--- src/rtl/fe_mpa_pkg.sv ---
// fe_mpa_pkg: shared constants, FSM states and output word packing for the MPA hit receiver.
package fe_mpa_pkg;
    localparam int HIT_W = 17;
    localparam int Z_LSB = 13;
    localparam int PHI_LSB = 5;
    localparam int BEND_LSB = 0;
    localparam logic TYPE_HIT = 1'b0;
    localparam logic TYPE_TRL = 1'b1;
    typedef enum logic [1:0] {IDLE, DRAIN, TRAIL} state_t;
    // Low part of an output word: {slot, z, phi, bend}; type and timestamp are prepended by the caller.
    function automatic logic [HIT_W+1:0] pack_tail(input logic [1:0] slot, input logic [HIT_W-1:0] hit);
        return {slot, hit[Z_LSB +: 4], hit[PHI_LSB +: 8], hit[BEND_LSB +: 5]};
    endfunction
endpackage

--- src/rtl/fe_mpa_rx_fifo.sv ---
// fe_mpa_rx_fifo: first-word-fall-through synchronous FIFO with full/empty flags.
module fe_mpa_rx_fifo #(
    parameter int W = 32,
    parameter int DEPTH = 16
) (
    input  logic         clk,
    input  logic         rst_n,
    input  logic         push,
    input  logic [W-1:0] din,
    input  logic         pop,
    output logic [W-1:0] dout,
    output logic         full,
    output logic         empty
);
    localparam int AW = $clog2(DEPTH);
    logic [W-1:0] mem [DEPTH];
    logic [AW:0] wp, rp;
    assign empty = wp == rp;
    assign full = (wp[AW] != rp[AW]) && (wp[AW-1:0] == rp[AW-1:0]);
    assign dout = empty ? '0 : mem[rp[AW-1:0]];
    always_ff @(posedge clk or negedge rst_n) begin
        if (!rst_n) begin
            wp <= '0;
            rp <= '0;
        end else begin
            if (push && !full) wp <= wp + 1'b1;
            if (pop && !empty) rp <= rp + 1'b1;
        end
    end
    always_ff @(posedge clk) begin
        if (push && !full) mem[wp[AW-1:0]] <= din;
    end
endmodule

--- src/rtl/fe_mpa_rx.sv ---
// fe_mpa_rx: captures four MPA hit ports per BX, timestamps and serialises them into a FWFT FIFO.
// Optional BX trailer word enabled by FE_MPA_RX_TRAILER_EN.
module fe_mpa_rx
    import fe_mpa_pkg::*;
#(
    parameter int TS_W = 12,
    parameter int FIFO_DEPTH = 16,
    parameter int OVF_W = 8
) (
    input  logic             clk,
    input  logic             rst_n,
    input  logic             en,
    input  logic             hit1_dv,
    input  logic [16:0]      hit1_data,
    input  logic             hit2_dv,
    input  logic [16:0]      hit2_data,
    input  logic             hit3_dv,
    input  logic [16:0]      hit3_data,
    input  logic             hit4_dv,
    input  logic [16:0]      hit4_data,
    output logic             out_valid,
    input  logic             out_ready,
    output logic [TS_W+19:0] out_data,
    output logic [TS_W-1:0]  ts_cnt,
    output logic [OVF_W-1:0] ovf_cnt,
    output logic             ovf_sticky
);
    logic [HIT_W-1:0] stage [4];
    logic [3:0] mask, mask_nx, dv;
    logic [TS_W-1:0] stage_ts;
    logic [1:0] sel;
    logic [2:0] lost;
    logic [OVF_W:0] ovf_sum;
    logic push_hit, push, full, empty;
    logic [TS_W+19:0] din;
    state_t st, st_nx;
    assign dv = {hit4_dv, hit3_dv, hit2_dv, hit1_dv};
    assign sel = mask[0] ? 2'd0 : mask[1] ? 2'd1 : mask[2] ? 2'd2 : 2'd3;
    assign push_hit = |mask && !full;
    assign mask_nx = push_hit ? mask & ~(4'b1 << sel) : mask;
    // Hits still staged after this cycle's push are lost if a new BX is captured now.
    assign lost = {2'b0, mask_nx[0]} + {2'b0, mask_nx[1]} + {2'b0, mask_nx[2]} + {2'b0, mask_nx[3]};
    assign ovf_sum = {1'b0, ovf_cnt} + {{(OVF_W-2){1'b0}}, lost};
`ifdef FE_MPA_RX_TRAILER_EN
    localparam state_t DONE_ST = TRAIL;
    logic [2:0] cnt;
    logic push_trl;
    assign push_trl = st == TRAIL && !full;
    assign push = push_hit || push_trl;
    assign din = push_trl ? {TYPE_TRL, stage_ts, pack_tail(2'd0, {14'b0, cnt})}
                          : {TYPE_HIT, stage_ts, pack_tail(sel, stage[sel])};
    always_ff @(posedge clk or negedge rst_n) begin
        if (!rst_n) cnt <= '0;
        else if (en) cnt <= '0;
        else if (push_hit) cnt <= cnt + 1'b1;
    end
`else
    localparam state_t DONE_ST = IDLE;
    assign push = push_hit;
    assign din = {TYPE_HIT, stage_ts, pack_tail(sel, stage[sel])};
`endif
    always_comb begin
        st_nx = st;
        if (en) st_nx = |dv ? DRAIN : IDLE;
        else if (st == DRAIN && mask_nx == '0) st_nx = DONE_ST;
`ifdef FE_MPA_RX_TRAILER_EN
        else if (push_trl) st_nx = IDLE;
`endif
    end
    always_ff @(posedge clk or negedge rst_n) begin
        if (!rst_n) begin
            st <= IDLE;
            mask <= '0;
            stage_ts <= '0;
            ts_cnt <= '0;
            ovf_cnt <= '0;
            ovf_sticky <= 1'b0;
        end else begin
            st <= st_nx;
            mask <= en ? dv : mask_nx;
            if (en) begin
                stage_ts <= ts_cnt;
                ts_cnt <= ts_cnt + 1'b1;
                ovf_cnt <= ovf_sum[OVF_W] ? '1 : ovf_sum[OVF_W-1:0];
                if (|lost) ovf_sticky <= 1'b1;
            end
        end
    end
    always_ff @(posedge clk) begin
        if (en) stage <= '{hit1_data, hit2_data, hit3_data, hit4_data};
    end
    assign out_valid = !empty;
    fe_mpa_rx_fifo #(.W(TS_W + 20), .DEPTH(FIFO_DEPTH)) u_fifo (
        .clk(clk),
        .rst_n(rst_n),
        .push(push),
        .din(din),
        .pop(out_valid && out_ready),
        .dout(out_data),
        .full(full),
        .empty(empty)
    );
endmodule

--- config.mk ---
export PLATFORM = sky130hd
export DESIGN_NAME = fe_mpa_rx
export DESIGN_NICKNAME = d
export VERILOG_FILES = /design/src/rtl/fe_mpa_pkg.sv /design/src/rtl/fe_mpa_rx_fifo.sv /design/src/rtl/fe_mpa_rx.sv
export SDC_FILE = /design/constraint.sdc
export NUM_CORES = 1
export LEC_CHECK = 0
export BUFFER_PORTS_ARGS = -buffer_cell sky130_fd_sc_hd__clkbuf_2
export CAP_MARGIN = 15
export CORE_ASPECT_RATIO = 1.4
export CORE_MARGIN = 1.5
export CORE_UTILIZATION = 50
export CTS_CLUSTER_SIZE = 8
export DETAILED_ROUTE_END_ITERATION = 10
export PLACE_DENSITY_LB_ADDON = 0.15
export SKIP_LAST_GASP = 1
export SYNTH_ARGS = -nofsm -noshare
export SYNTH_HDL_FRONTEND = slang
export SYNTH_SLANG_ARGS = --single-unit
--- constraint.sdc ---
create_clock -name clk -period 6.8 [get_ports clk]
set_input_delay 1.02 -clock clk [delete_from_list [all_inputs] [get_ports clk]]
set_output_delay 1.02 -clock clk [all_outputs]
set_load 0.02 [all_outputs]
# --- Yosys cells after proc, flatten, opt, wreduce, memory -nomap -nowiden ---
# Memory sizes are Yosys's and may differ from the RTL's.
# Index checks and enable logic that the tools add are counted.
# W data, S select, Z words.
totals:
  ff_bits: 115
  ram_bits: 496
  inputBits: 76
  memories: 1
classes:
  n_addsub: 7
  order_cmp: 1
  n_eq_ne: 3
  shifts: 1
  mux: 12
  n_bitwise: 3
  reduce_logical: 10
mem_list:
  columns: ["name", "words", "word_bits", "rd", "rd_clocked_by_memory_dff", "write_ports", "line", "rtl"]
  rows:
  - ["u_fifo.mem", 16, 31, 1, 0, 1, "fe_mpa_rx_fifo.sv:16", "logic [W-1:0] mem [DEPTH];"]
ops:
  columns: ["op", "n"]
  rows:
  - ["$bmux W17 S2", 1]
  - ["$mux W17", 2]
  - ["$mux W32", 1]
  - ["$add A12 B1 Y12 const B", 1]
  - ["$add A5 B1 Y5 const B", 2]
  - ["$add A8 B3 Y9", 1]
  - ["$mux W4", 2]
  - ["$mux W8", 1]
  - ["$eq A5 B5 Y1", 1]
  - ["$logic_and A1 B1 Y1", 5]
  - ["$and A4 B4 Y4", 1]
  - ["$eq A4 B4 Y1", 1]
  - ["$mux W2", 2]
  - ["$not A4 Y4", 1]
  - ["$reduce_or A4 Y1", 1]
  - ["$shl A1 B2 Y4 const A", 1]
  - ["$add A2 B1 Y3", 1]
  - ["$add A3 B1 Y3", 1]
  - ["$ge A3 B3 Y1 const B", 1]
  - ["$mux W1", 3]
  - ["$not A2 Y3", 1]
  - ["$reduce_or A3 Y1", 1]
  - ["$add A1 B1 Y2", 1]
  - ["$logic_not A1 Y1", 2]
  - ["other kinds (2)", 2]

# --- Longest topological paths before layout ---
logic_depth:
  word_depth: 12
  ltp_mapped: 15
  ltp_nobuf: 13

# --- Hierarchy ---
# Synthesis repeated with hierarchy kept, for this count alone.
hier_totals:
  hier_cells: 1166
  area_unflattened_um2: 24155.7
modules_own_cells:
  columns: ["mod", "instances", "cells_per_inst", "area_per_inst_um2", "seq_area_each_um2"]
  rows:
  - ["fe_mpa_rx_fifo", 1, 857, 19892.8, 15625.0]
  - ["fe_mpa_rx", 1, 309, 4262.8, 2967.8]

# --- Least setup slack after synthesis ---
# OpenSTA, ideal clock, no wires.
synth_path:
  path_type: "flip-flop to flip-flop"
  from: "register u_fifo.rp[0]"
  to: "register ovf_cnt[6]"
  t_arrival_ps: 3519
  setup_slack_ps: 3156
  path_stages_with_launch: 16
  path_buffers: 2
  path_cell_list: "dfrtp_1 > buf_2 > xor2_1 > nor4_4 > buf_6 > a2111oi_4 > nor2b_1 > fa_1 > ha_1 > ha_1 > inv_1 > fa_1 > nor2b_1 > o21a_1 > nand4_1 > mux2_2"
synth_between:
  elab_chain_len: 10
synth_lines:
  columns: ["element", "line", "rtl"]
  rows:
  - ["start, declared", "fe_mpa_rx_fifo.sv:17", "logic [AW:0] wp, rp;"]
  - ["start signal, assigned", "fe_mpa_rx_fifo.sv:27", "if (pop && !empty) rp <= rp + 1'b1;"]
  - ["$eq A4 B4 Y1 (*)", "fe_mpa_rx_fifo.sv:19", "assign full = (wp[AW] != rp[AW]) && (wp[AW-1:0] == rp[AW-1:0]);"]
  - ["$logic_and A1 B1 Y1 (*)", "fe_mpa_rx_fifo.sv:19", null]
  - ["$logic_not A1 Y1 (*)", "fe_mpa_rx.sv:39", "assign push_hit = |mask && !full;"]
  - ["$logic_and A1 B1 Y1 (*)", "fe_mpa_rx.sv:39", null]
  - ["$mux W4 (*)", "fe_mpa_rx.sv:40", "assign mask_nx = push_hit ? mask & ~(4'b1 << sel) : mask;"]
  - ["$add A1 B1 Y2", "fe_mpa_rx.sv:42", "assign lost = {2'b0, mask_nx[0]} + {2'b0, mask_nx[1]} + {2'b0, mask_nx[2]} + {2'b0, mask_nx[3]};"]
  - ["$add A2 B1 Y3", "fe_mpa_rx.sv:42", null]
  - ["$add A3 B1 Y3 (*)", "fe_mpa_rx.sv:42", null]
  - ["$add A8 B3 Y9 (*)", "fe_mpa_rx.sv:43", "assign ovf_sum = {1'b0, ovf_cnt} + {{(OVF_W-2){1'b0}}, lost};"]
  - ["$mux W8 (*)", "fe_mpa_rx.sv:84", "ovf_cnt <= ovf_sum[OVF_W] ? '1 : ovf_sum[OVF_W-1:0];"]
  - ["end signal, assigned", "fe_mpa_rx.sv:84", null]
  - ["end, declared", "fe_mpa_rx.sv:25", "output logic [OVF_W-1:0] ovf_cnt,"]
# Mark *: on every way between the ends. The rest lies on a longest branch, timed or not.
# A chain may end at the register's enable or synchronous reset.

# --- Worst setup path in the final report ---
layout_path:
  from: "register u_fifo.rp[0]"
  to: "output port out_data[18]"
layout_between:
  elab_chain_len: 2
  word_cells_on_any_way: 3
  cone_classes: "1 x eq/ne; 1 x mux; 1 x memory"
layout_lines:
  columns: ["element", "line", "rtl"]
  rows:
  - ["$mem_v2 Z16 W31 or $eq A5 B5 Y1 (tied branches)", null, null]
  - ["$mux W32 (*)", "fe_mpa_rx_fifo.sv:20", "assign dout = empty ? '0 : mem[rp[AW-1:0]];"]
  - ["end, declared", "fe_mpa_rx.sv:23", "output logic [TS_W+19:0] out_data,"]
# Marks and branches as above.

==> reports/qor.yml <==
synthesis:
  netlist_instances: 1166
  synth_area_leaders: "edfxtp_1 72%, mux4_2 12%, dfrtp_1 5.0%"
  synth-simple-area-share: 0.0233
  yosysWarnings: 0
  synth.cell_area_um2: 23600
  synth_top_family_by_area: "multiplexers"
  ys.flop_type: "edfxtp_1"
  syn_avg_cell_area_um2: 20.2
  synth_edf_count: 564
  synth-seq-cells: 611
  ys_types: 50
  muxShareOfSynthArea: 0.128
  synth-async-reset-ratio: 0.0769
  synth_top_area_share: 0.718
  synthAdderAreaFrac: 0.00753
  synth_xor_area_frac: 0.0100
  syn-num-nets: 1255
  synth-compound-area-share: 0.0454
  ys_seq_area_frac: 0.768
  synth_top_area_cell: "edfxtp_1"
clock_network:
  cts_tree: "yes"
  postCtsSetupRepairBufs: 0
  cts_sinks: 611
  cts_buffers: 86
  clock_path_buffers: 3
  cts_root_buf: "clkbuf_16"
  cts.clk_slew.worst_paths_ps: 50
  post_cts_hold_buffer_count: 0
  post_cts_resized: 0
  cts_max_level: 3
  worstSkewPairLatency_ps: 600
placed_design:
  hpwlAfterDp_um: 26700
  io_buffers: 128
  gp_congestion: 0.743
timing:
  fin_skew_ps: 21.1
  finalCritPeriodShare: 0.741
  fin_setup_tns_ps: 0
  timing.final.hold_violations: 0
  tightest_slew_ps: 1180
  rsz0062_at_grt: "no"
  setup_violations: 0
  slew_viol_final: 0
  max_freq_ghz: 0.198
  slew_headroom: 0.215
  min_period_ps: 5040
floorplanning:
  die_area_um2: 48500
  start_util: 0.504
  die_w_um: 187
  ioPinCount: 130
  core_um2: 46800
  fp-row-count: 94
  die_height_um: 260
drt:
  viasPerCell: 5.82
  vias: 11600
  final_antenna_net_count: 0
  wl_per_cell_um: 25.4
  drtIter0Drc: 998
  drt_pass1_iterations: 5
  drc_errors: 0
  drt_wl_total_um: 50700
power_and_ir_drop:
  p_leak_nw: 9.36
  power_frac_clock: 0.303
  ir_drop_mv: 0.284
  p_seq_frac: 0.427
  power.density_nw_per_um2: 456
  p_int_mw: 8.61
  p_sw_frac: 0.311
  p_sw_mw: 3.89
  pwr-share-comb: 0.270
setup_path:
  max_stage_delay_ps: 1000
  startpoint_type: "flip-flop"
  crit_type: "reg2out"
  path_cells: "xor2_1 -> nor4_4 -> and2_2 -> a21oi_1 -> clkbuf_2"
  cp_slowest_cell: "and2_2"
  critPathArrivalTime_ps: 4020
  cp_max_fo: 39
  critPathRequiredTime_ps: 5780
  crit_path_end_kind: "output port"
global_route:
  gr-total-overflow: 0
  grt_pass1_vias: 12400
  top_usage_layer: "met2"
  grt_max_degree: 81
  track_usage: 0.215
  gr-usage-met3: 0.0363
  grt_pass1_wl_um: 76400
  grt_use_met1: 0.283
  antenna_found_initial: 0
  globalRouteMet2Util: 0.370
finish:
  areaGrowthSynthToFinish_pct: 16.1
  final_layout_size_suffix_gt1_frac: 0.311
  fin_util: 0.585
  nNetsFinal: 1443
  nFillCells: 3503
  diodes: 0
status:
  status: "finished, final reports clean"
job:
  cap_violations: 0
hold_path:
  hold_path_class: "reg2reg"
## logic make-up (layout without fill, tap and decap cells)
| group | Yosys count | after routing |
|---|---|---|
| AO/OA/AOI/OAI | 168 | 168 |
| AND/OR/NAND/NOR | 110 | 110 |
| other | 1 | 1 |
| XOR/XNOR | 27 | 27 |
| flip-flops | 611 | 611 |
| buffers and inverters | 92 | 299 |
| adder cells (fa/ha/maj) | 13 | 13 |
| multiplexers | 144 | 144 |
## final cells by class
type	instances	area, um^2	area share
Sequential cell	611	18100	0.661
Clock inverter	3	36.3	0.00132
Tap cell	624	781	0.0285
Inverter	28	105	0.00384
Clock buffer	104	2330	0.0849
Multi-Input combinational cell	463	5110	0.187
Timing Repair Buffer	164	921	0.0336
## cell usage after synthesis (all sizes together), types with 2 or more instances
cell type  count
nand4          8
nor3           2
clkbuf        31
o21ai         22
and3          14
nor2b          7
nor2          28
a22oi         62
and2           6
inv           27
a21boi         3
edfxtp       564
nand2         36
a21oi         57
xor2          16
buf           33
xnor2         11
mux2          18
o22ai         17
nand3          2
dfrtp         47
mux4         124
ha            11
mux2i          2
or4            2
fa             2
## cells in the final DEF (no fill, tap or decap), types with 12 or more instances in the layout
master and instances:
o22ai_1 17, xor2_1 16, inv_1 27, mux2_2 17, nand2_1 36, and3_2 12
a22oi_1 62, clkbuf_2 127, clkbuf_1 13, a21oi_1 56, nor2_1 27, mux4_2 124
clkbuf_16 91, edfxtp_1 564, dfrtp_1 45, buf_4 35, o21ai_0 20
## metrics by stage
stage / setup slack, ps / hold slack [ps] / cells / instance area, um^2 / power [mW]
finish: 1760 / 490 / 1997 / 27400 / 12.5
global route: 1510 / 525 / 1997 / 27400 / 13.1
CTS: 1680 / 497 / 1988 / 27300 / 12.6
detailed placement: 2090 / 486 / 1881 / 25000 / 8.83
global placement: 2220 / 464 / 1881 / 25000 / 8.77
floorplan: 3160 / 498 / 1166 / 23600 / 7.62
## layer usage
metal	vias up	routed length [um]
li1	5106	-
met1	6073	20700
met2	380	26200
met3	64	2980
met4	0	814
met5	-	0
## power groups by stage
stage	combinational, mW	clock, mW	sequential [mW]
finish	3.38	3.79	5.33
CTS	3.43	3.86	5.34
global route	3.65	4.01	5.40
global placement	3.40	0	5.37
floorplan	2.42	0	5.20
detailed placement	3.42	0	5.41
## flip-flops by register name, indices dropped and copies added, names as in the netlist
signal,flops
mask,4
u_fifo.wp,5
u_fifo.rp,5
u_fifo.mem,496
ts_cnt,12
ovf_sticky,1
ovf_cnt,8
stage,68
stage_ts,12
## critical path, delay by kind of cell (launching register included)
| kind | cells | cell delay [ps] |
|---|---|---|
| xor gates and xnor gates | 1 | 210 |
| AOI/OAI and AO/OA | 1 | 240 |
| buffers and inverters | 1 | 240 |
| DFF | 1 | 930 |
| and+or+nand+nor | 2 | 1780 |
## final timing paths
check | start | to | slack [ps] | depth (start not counted)
worst max-delay path | u_fifo.rp[0] | out_data[18] | 1760 | 5
worst min-delay path | ovf_sticky | ovf_sticky | 490 | 1
worst max register to register | u_fifo.rp[0] | ovf_cnt[5] | 2130 | 13
worst min register to register | ovf_sticky | ovf_sticky | 490 | 1
max in group asynchronous | rst_n | u_fifo.rp[3] | 5820 | 2
min in group asynchronous | rst_n | ts_cnt[8] | 520 | 2
Note: power is estimated with default switching activity, not from simulation.
